**src/rtl/cache_refill_ctrl.sv**
```systemverilog
// cache_refill_ctrl: read-miss line refill and write-through store controller.
// On a load miss the 4-word line is fetched from memory word by word and
// written into the cache with a single fill strobe. Stores are forwarded to
// memory and the pipeline is held until memory acknowledges.
module cache_refill_ctrl #(
    parameter int DATA_WIDTH = 32
) (
    input  logic                  clk,
    input  logic                  rst,
    input  logic                  req_valid,
    input  logic                  req_we,
    input  logic [DATA_WIDTH-1:0] req_addr,
    input  logic [DATA_WIDTH-1:0] req_wdata,
    input  logic                  req_byte,
    input  logic                  hit,
    output logic                  stall,
    output logic                  mem_req,
    output logic [DATA_WIDTH-1:0] mem_addr,
    input  logic [DATA_WIDTH-1:0] mem_rdata,
    input  logic                  mem_rvalid,
    output logic                  mem_we,
    output logic [DATA_WIDTH-1:0] mem_wdata,
    output logic                  mem_wbyte,
    input  logic                  mem_wack,
    output logic                  fill_en,
    output logic [DATA_WIDTH-1:0] fill_addr,
    output logic [DATA_WIDTH-1:0] fill_d0,
    output logic [DATA_WIDTH-1:0] fill_d1,
    output logic [DATA_WIDTH-1:0] fill_d2,
    output logic [DATA_WIDTH-1:0] fill_d3,
    output logic [31:0]           miss_count
);

    typedef enum logic [1:0] {
        S_IDLE  = 2'd0,
        S_FETCH = 2'd1,
        S_FILL  = 2'd2,
        S_WRITE = 2'd3
    } state_t;

    // Line base clears the 16-byte offset of the request address.
    localparam logic [DATA_WIDTH-1:0] LINE_MASK = ~DATA_WIDTH'(15);

    state_t                state_q, state_d;
    logic [1:0]            word_cnt_q, word_cnt_d;
    logic [DATA_WIDTH-1:0] line_base_q, line_base_d;
    logic [DATA_WIDTH-1:0] line_buf_q [0:3];
    logic [DATA_WIDTH-1:0] line_buf_d [0:3];
    logic [DATA_WIDTH-1:0] wr_addr_q, wr_addr_d;
    logic [DATA_WIDTH-1:0] wr_data_q, wr_data_d;
    logic                  wr_byte_q, wr_byte_d;
    logic [31:0]           miss_count_q, miss_count_d;

    logic                  load_miss_s;
    logic                  store_s;

    assign load_miss_s = req_valid & ~req_we & ~hit;
    assign store_s     = req_valid & req_we;

    // State register with synchronous reset.
    always_ff @(posedge clk) begin
        if (rst) begin
            state_q <= S_IDLE;
        end else begin
            state_q <= state_d;
        end
    end

    // Next-state decode; request inputs only matter in IDLE.
    always_comb begin
        state_d = state_q;
        case (state_q)
            S_IDLE: begin
                if (store_s) begin
                    state_d = S_WRITE;
                end else if (load_miss_s) begin
                    state_d = S_FETCH;
                end else begin
                    state_d = S_IDLE;
                end
            end
            S_FETCH: begin
                if (mem_rvalid && (word_cnt_q == 2'd3)) begin
                    state_d = S_FILL;
                end else begin
                    state_d = S_FETCH;
                end
            end
            S_FILL: begin
                state_d = S_IDLE;
            end
            S_WRITE: begin
                if (mem_wack) begin
                    state_d = S_IDLE;
                end else begin
                    state_d = S_WRITE;
                end
            end
            default: begin
                state_d = S_IDLE;
            end
        endcase
    end

    // Datapath next values: request latching, word capture, miss counting.
    always_comb begin
        word_cnt_d   = word_cnt_q;
        line_base_d  = line_base_q;
        line_buf_d   = line_buf_q;
        wr_addr_d    = wr_addr_q;
        wr_data_d    = wr_data_q;
        wr_byte_d    = wr_byte_q;
        miss_count_d = miss_count_q;
        case (state_q)
            S_IDLE: begin
                if (store_s) begin
                    wr_addr_d = req_addr;
                    wr_data_d = req_wdata;
                    wr_byte_d = req_byte;
                end else if (load_miss_s) begin
                    line_base_d = req_addr & LINE_MASK;
                    word_cnt_d  = 2'd0;
                    if (miss_count_q != 32'hFFFF_FFFF) begin
                        miss_count_d = miss_count_q + 32'd1;
                    end else begin
                        miss_count_d = miss_count_q;
                    end
                end else begin
                    word_cnt_d = word_cnt_q;
                end
            end
            S_FETCH: begin
                if (mem_rvalid) begin
                    line_buf_d[word_cnt_q] = mem_rdata;
                    word_cnt_d             = word_cnt_q + 2'd1;
                end else begin
                    word_cnt_d = word_cnt_q;
                end
            end
            S_FILL: begin
                word_cnt_d = word_cnt_q;
            end
            S_WRITE: begin
                word_cnt_d = word_cnt_q;
            end
            default: begin
                word_cnt_d = 2'd0;
            end
        endcase
    end

    // Datapath registers with synchronous reset.
    always_ff @(posedge clk) begin
        if (rst) begin
            word_cnt_q   <= 2'd0;
            line_base_q  <= '0;
            wr_addr_q    <= '0;
            wr_data_q    <= '0;
            wr_byte_q    <= 1'b0;
            miss_count_q <= 32'd0;
            for (int i = 0; i < 4; i++) begin
                line_buf_q[i] <= '0;
            end
        end else begin
            word_cnt_q   <= word_cnt_d;
            line_base_q  <= line_base_d;
            wr_addr_q    <= wr_addr_d;
            wr_data_q    <= wr_data_d;
            wr_byte_q    <= wr_byte_d;
            miss_count_q <= miss_count_d;
            for (int i = 0; i < 4; i++) begin
                line_buf_q[i] <= line_buf_d[i];
            end
        end
    end

    // Output decode; everything is forced quiet while reset is asserted so an
    // interrupted fetch or store emits nothing further.
    always_comb begin
        stall     = 1'b0;
        mem_req   = 1'b0;
        mem_addr  = '0;
        mem_we    = 1'b0;
        mem_wdata = '0;
        mem_wbyte = 1'b0;
        fill_en   = 1'b0;
        fill_addr = '0;
        fill_d0   = '0;
        fill_d1   = '0;
        fill_d2   = '0;
        fill_d3   = '0;
        if (rst) begin
            stall = 1'b0;
        end else begin
            case (state_q)
                S_IDLE: begin
                    stall = load_miss_s | store_s;
                end
                S_FETCH: begin
                    stall    = 1'b1;
                    mem_req  = 1'b1;
                    mem_addr = line_base_q + DATA_WIDTH'({word_cnt_q, 2'b00});
                end
                S_FILL: begin
                    stall     = 1'b1;
                    fill_en   = 1'b1;
                    fill_addr = line_base_q;
                    fill_d0   = line_buf_q[0];
                    fill_d1   = line_buf_q[1];
                    fill_d2   = line_buf_q[2];
                    fill_d3   = line_buf_q[3];
                end
                S_WRITE: begin
                    // Release in the acknowledge cycle so the store is not reissued.
                    stall     = ~mem_wack;
                    mem_we    = 1'b1;
                    mem_addr  = wr_addr_q;
                    mem_wdata = wr_data_q;
                    mem_wbyte = wr_byte_q;
                end
                default: begin
                    stall = 1'b0;
                end
            endcase
        end
    end

    assign miss_count = miss_count_q;

endmodule

```
**config.mk**
```make
export PLATFORM = sky130hd
export DESIGN_NAME = cache_refill_ctrl
export DESIGN_NICKNAME = d
export VERILOG_FILES = /design/src/rtl/cache_refill_ctrl.sv
export SDC_FILE = /design/constraint.sdc
export NUM_CORES = 1
export LEC_CHECK = 0
export CORE_MARGIN = 1
export CORE_UTILIZATION = 46
export DETAILED_ROUTE_END_ITERATION = 8
export HOLD_SLACK_MARGIN = 0.02
export PLACE_DENSITY_LB_ADDON = 0.08
export RECOVER_POWER = 25
export SKIP_LAST_GASP = 1
export SYNTH_ARGS = -nofsm -noshare
export SYNTH_HDL_FRONTEND = slang
export SYNTH_SLANG_ARGS = --single-unit
```
**constraint.sdc**
```tcl
create_clock -name clk -period 3.88 [get_ports clk]
set_clock_uncertainty 0.05 [all_clocks]
set_input_delay 1.164 -clock clk [delete_from_list [all_inputs] [get_ports clk]]
set_output_delay 1.164 -clock clk [all_outputs]
set_load 0.1 [all_outputs]
```
==> results.sh <==
export IMPL_status="complete, but fails checks"
export IMPL_violations="capacitance limit, slew limit"
export IMPL_wl_per_cell_um=17.2
export IMPL_avgSynthCellArea_um2=7.60
export IMPL_start_kind="primary input"
export IMPL_worstSkewPairLatency_ns=0.54
export IMPL_p_int_mw=4.53
export IMPL_combinationalPowerShare_pct=13.2
export IMPL_hpwl_mm=24.6
export IMPL_postSynth_asyncResetShare_pct=0
export IMPL_pin_count=365
export IMPL_die_area_mm2=0.0248
export IMPL_finalSetupTns_ns=0
export IMPL_synth_edf_count=0
export IMPL_worstPathRequired_ns=2.67
export IMPL_finalNetCount=1881
export IMPL_synthFlopType="dfxtp_1"
export IMPL_multi_input_area_mm2=0.00559
export IMPL_postCtsSetupBuffers=0
export IMPL_ctsLongestPathBuffers=3
export IMPL_synth_area_leaders="dfxtp_1 (46%), nand2_1 (16%), a21oi_1 (11%)"
export IMPL_initial_core_util_pct=47.1
export IMPL_register_area_mm2=0.00514
export IMPL_fin_crit_sh_pct=94.6
export IMPL_arrival_ns=2.45
export IMPL_syn2layout_area_growth_pct=62.9
export IMPL_synth_cells=1462
export IMPL_clkPwrFrac_pct=41.6
export IMPL_finish_instance_area_mm2=0.0181
export IMPL_slew_headroom_pct=-25.2
export IMPL_min_period_ns=3.67
export IMPL_vias_per_cell=5.30
export IMPL_synth_compound_area_share_pct=15.7
export IMPL_drc=0
export IMPL_r2r_cells=6
export IMPL_cp_end_kind="output pin"
export IMPL_grtUsageTotal_pct=28.4
export IMPL_power_leakage_nw=6.64
export IMPL_final_util_pct=76.7
export IMPL_core_area_mm2=0.0236
export IMPL_rsz0062_at_grt="no"
export IMPL_path_clk_slew_ns=0.05
export IMPL_vdd_drop_max_v=0.000361
export IMPL_dpl_cell_area_mm2=0.0173
export IMPL_slew_viol_final=99
export IMPL_max_freq_ghz=0.273
export IMPL_setup_violations=0
export IMPL_cts_tree="done"
export IMPL_drt_initial_drc_count=648
export IMPL_die_h_um=157
export IMPL_seqPwrFrac_pct=45.2
export IMPL_grt_pass1_wl_mm=55.5
export IMPL_synth_xor_area_share_pct=0.236
export IMPL_firstDrtPassIters=5
export IMPL_holdWs_ns=0.398
export IMPL_cp_max_fo=2
export IMPL_p_sw_mw=1.62
export IMPL_io_buffers=360
export IMPL_cts_resized=0
export IMPL_synthAdderAreaFrac_pct=1.13
export IMPL_grt_ovfl_total=0
export IMPL_yosysUniqueCellTypes=42
export IMPL_swShare_pct=26.4
export IMPL_gp_congestion=0.860
export IMPL_ys_seq_elements=257
export IMPL_crit_type="in2out"
export IMPL_cts_sinks=257
export IMPL_hold_path_class="reg2reg"
export IMPL_netlist_area_mm2=0.0111
export IMPL_cts_hold_buf=0
export IMPL_htree_levels=1
export IMPL_grt_max_degree=92
export IMPL_synthSimpleGateAreaFrac_pct=31.7
export IMPL_synth_top_area_share_pct=46.3
export IMPL_clock_root_buffer="clkbuf_16"
export IMPL_rows=56
export IMPL_synth_top_cell_by_area="dfxtp_1"
export IMPL_yosys_warnings=0
export IMPL_layout_drive_gt1_share_pct=22.4
export IMPL_yosysSeqAreaShare_pct=46.3
export IMPL_hold_violations=0
export IMPL_worst_pin_slew_ns=1.88
export IMPL_drt_total_wl_mm=36.2
export IMPL_grt_pass1_vias=10400
export IMPL_num_vias=11200
export IMPL_power_density_mw_per_mm2=340
export IMPL_nFillCells=1669
export IMPL_antenna_found_initial=1
export IMPL_drt_antenna_violating_nets=0
export IMPL_drv_cap=3
export IMPL_cts_buffers=28
export IMPL_die_x_um=157
export IMPL_synth_top_family_by_area="simple AND/OR/NAND/NOR gates"
export IMPL_min_path_cells=2
export IMPL_synth_area_mux_share_pct=0.394
synth_stat cells (2+ instances only):
cell / n
o21ai_0: 11
nor4_1: 4
or4_4: 2
or4_1: 12
nand3_1: 17
a21boi_0: 2
o21ai_1: 3
nor2_1: 12
ha_1: 10
a21oi_1: 250
or3_1: 15
clkbuf_1: 97
nand2b_1: 2
and3_1: 6
buf_1: 11
nand4_1: 8
nand2_1: 460
and2_1: 191
xor2_1: 2
dfxtp_1: 257
nand4_2: 2
or2_2: 3
a22o_1: 30
inv_1: 15
mux2_2: 3
buf_4: 4
o31ai_1: 12
nor2b_1: 7
worst max-delay path, stage by stage:
cell and delay (ns):
dlygate4sd3_1 0.54, o21ai_0 0.10, a21oi_1 0.20, a21boi_2 0.25
buf_12 0.20
cells by family after synthesis:
logic type	count (synthesis)
AO/OA/AOI/OAI	313
multiplexers	4
AND/OR/NAND/NOR	745
XOR/XNOR	3
adder cells (fa/ha/maj)	10
other	1
buffers and inverters	129
flip-flops	257
cell type report:
type	instances	share of cell area, %
Clock inverter	4	0.145
Multi-Input combinational cell	1079	30.9
Tap cell	319	2.20
Inverter	15	0.311
Timing Repair Buffer	386	33.3
Antenna cell	1	0.0138
Clock buffer	46	4.75
Sequential cell	257	28.4
registers in the layout, indices dropped and copies added, names as in the netlist:
signal       count
line_base_q     28
line_buf_q     128
miss_count      32
state_q          2
word_cnt_q       2
wr_addr_q       32
wr_byte_q        1
wr_data_q       32
worst paths after layout:
path,from,endpoint,slack [ns]
setup / recovery,req_we,stall,0.21
hold / removal,line_buf_q[26],line_buf_q[26],0.40
setup reg to reg,state_q[1],line_buf_q[47],0.98
hold reg to reg,line_buf_q[26],line_buf_q[26],0.40
power by group through the flow:
stage / combinational (mW) / sequential, mW / clock [mW]
floorplan: 0.461 / 2.83 / 0
global placement: 0.799 / 2.83 / 0
detailed placement: 0.814 / 2.84 / 0
CTS: 0.818 / 2.78 / 2.60
global route: 0.869 / 2.79 / 2.72
finish: 0.809 / 2.78 / 2.56
per-layer routing:
layer	wire, µm	track usage, %	part of all wire, %
met1	13600	32.4	38
met2	17800	49.0	49
met3	3130	8.51	8.7
met4	1590	12.2	4.4
met5	13	0	0.036
placed cells by master (no fill, tap or decap), drive strengths merged, types with 3 or more instances in the layout:
cell type	n
and2	191
o21ai	14
ha	10
dfxtp	257
clkbuf	52
nor4	5
buf	278
o31ai	13
nor2b	7
or2	3
and3	6
or4	14
nor2	12
nand2	460
a21oi	250
a22o	30
or3	15
nand4	10
nand3	17
mux2	3
clkinv	3
conb	4
clkdlybuf4s50	100
inv	16
per-stage QoR:
step                      cells  setup WS, ns  total power, mW
after CTS                  2106         0.247             6.20
final                      2107         0.211             6.15
after floorplan            1465       -0.0454             3.29
after global routing       2106         0.179             6.37
after global placement     2056         0.275             3.63
after detailed placement   2056         0.249             3.65
Power figures use the tool's default switching activity.
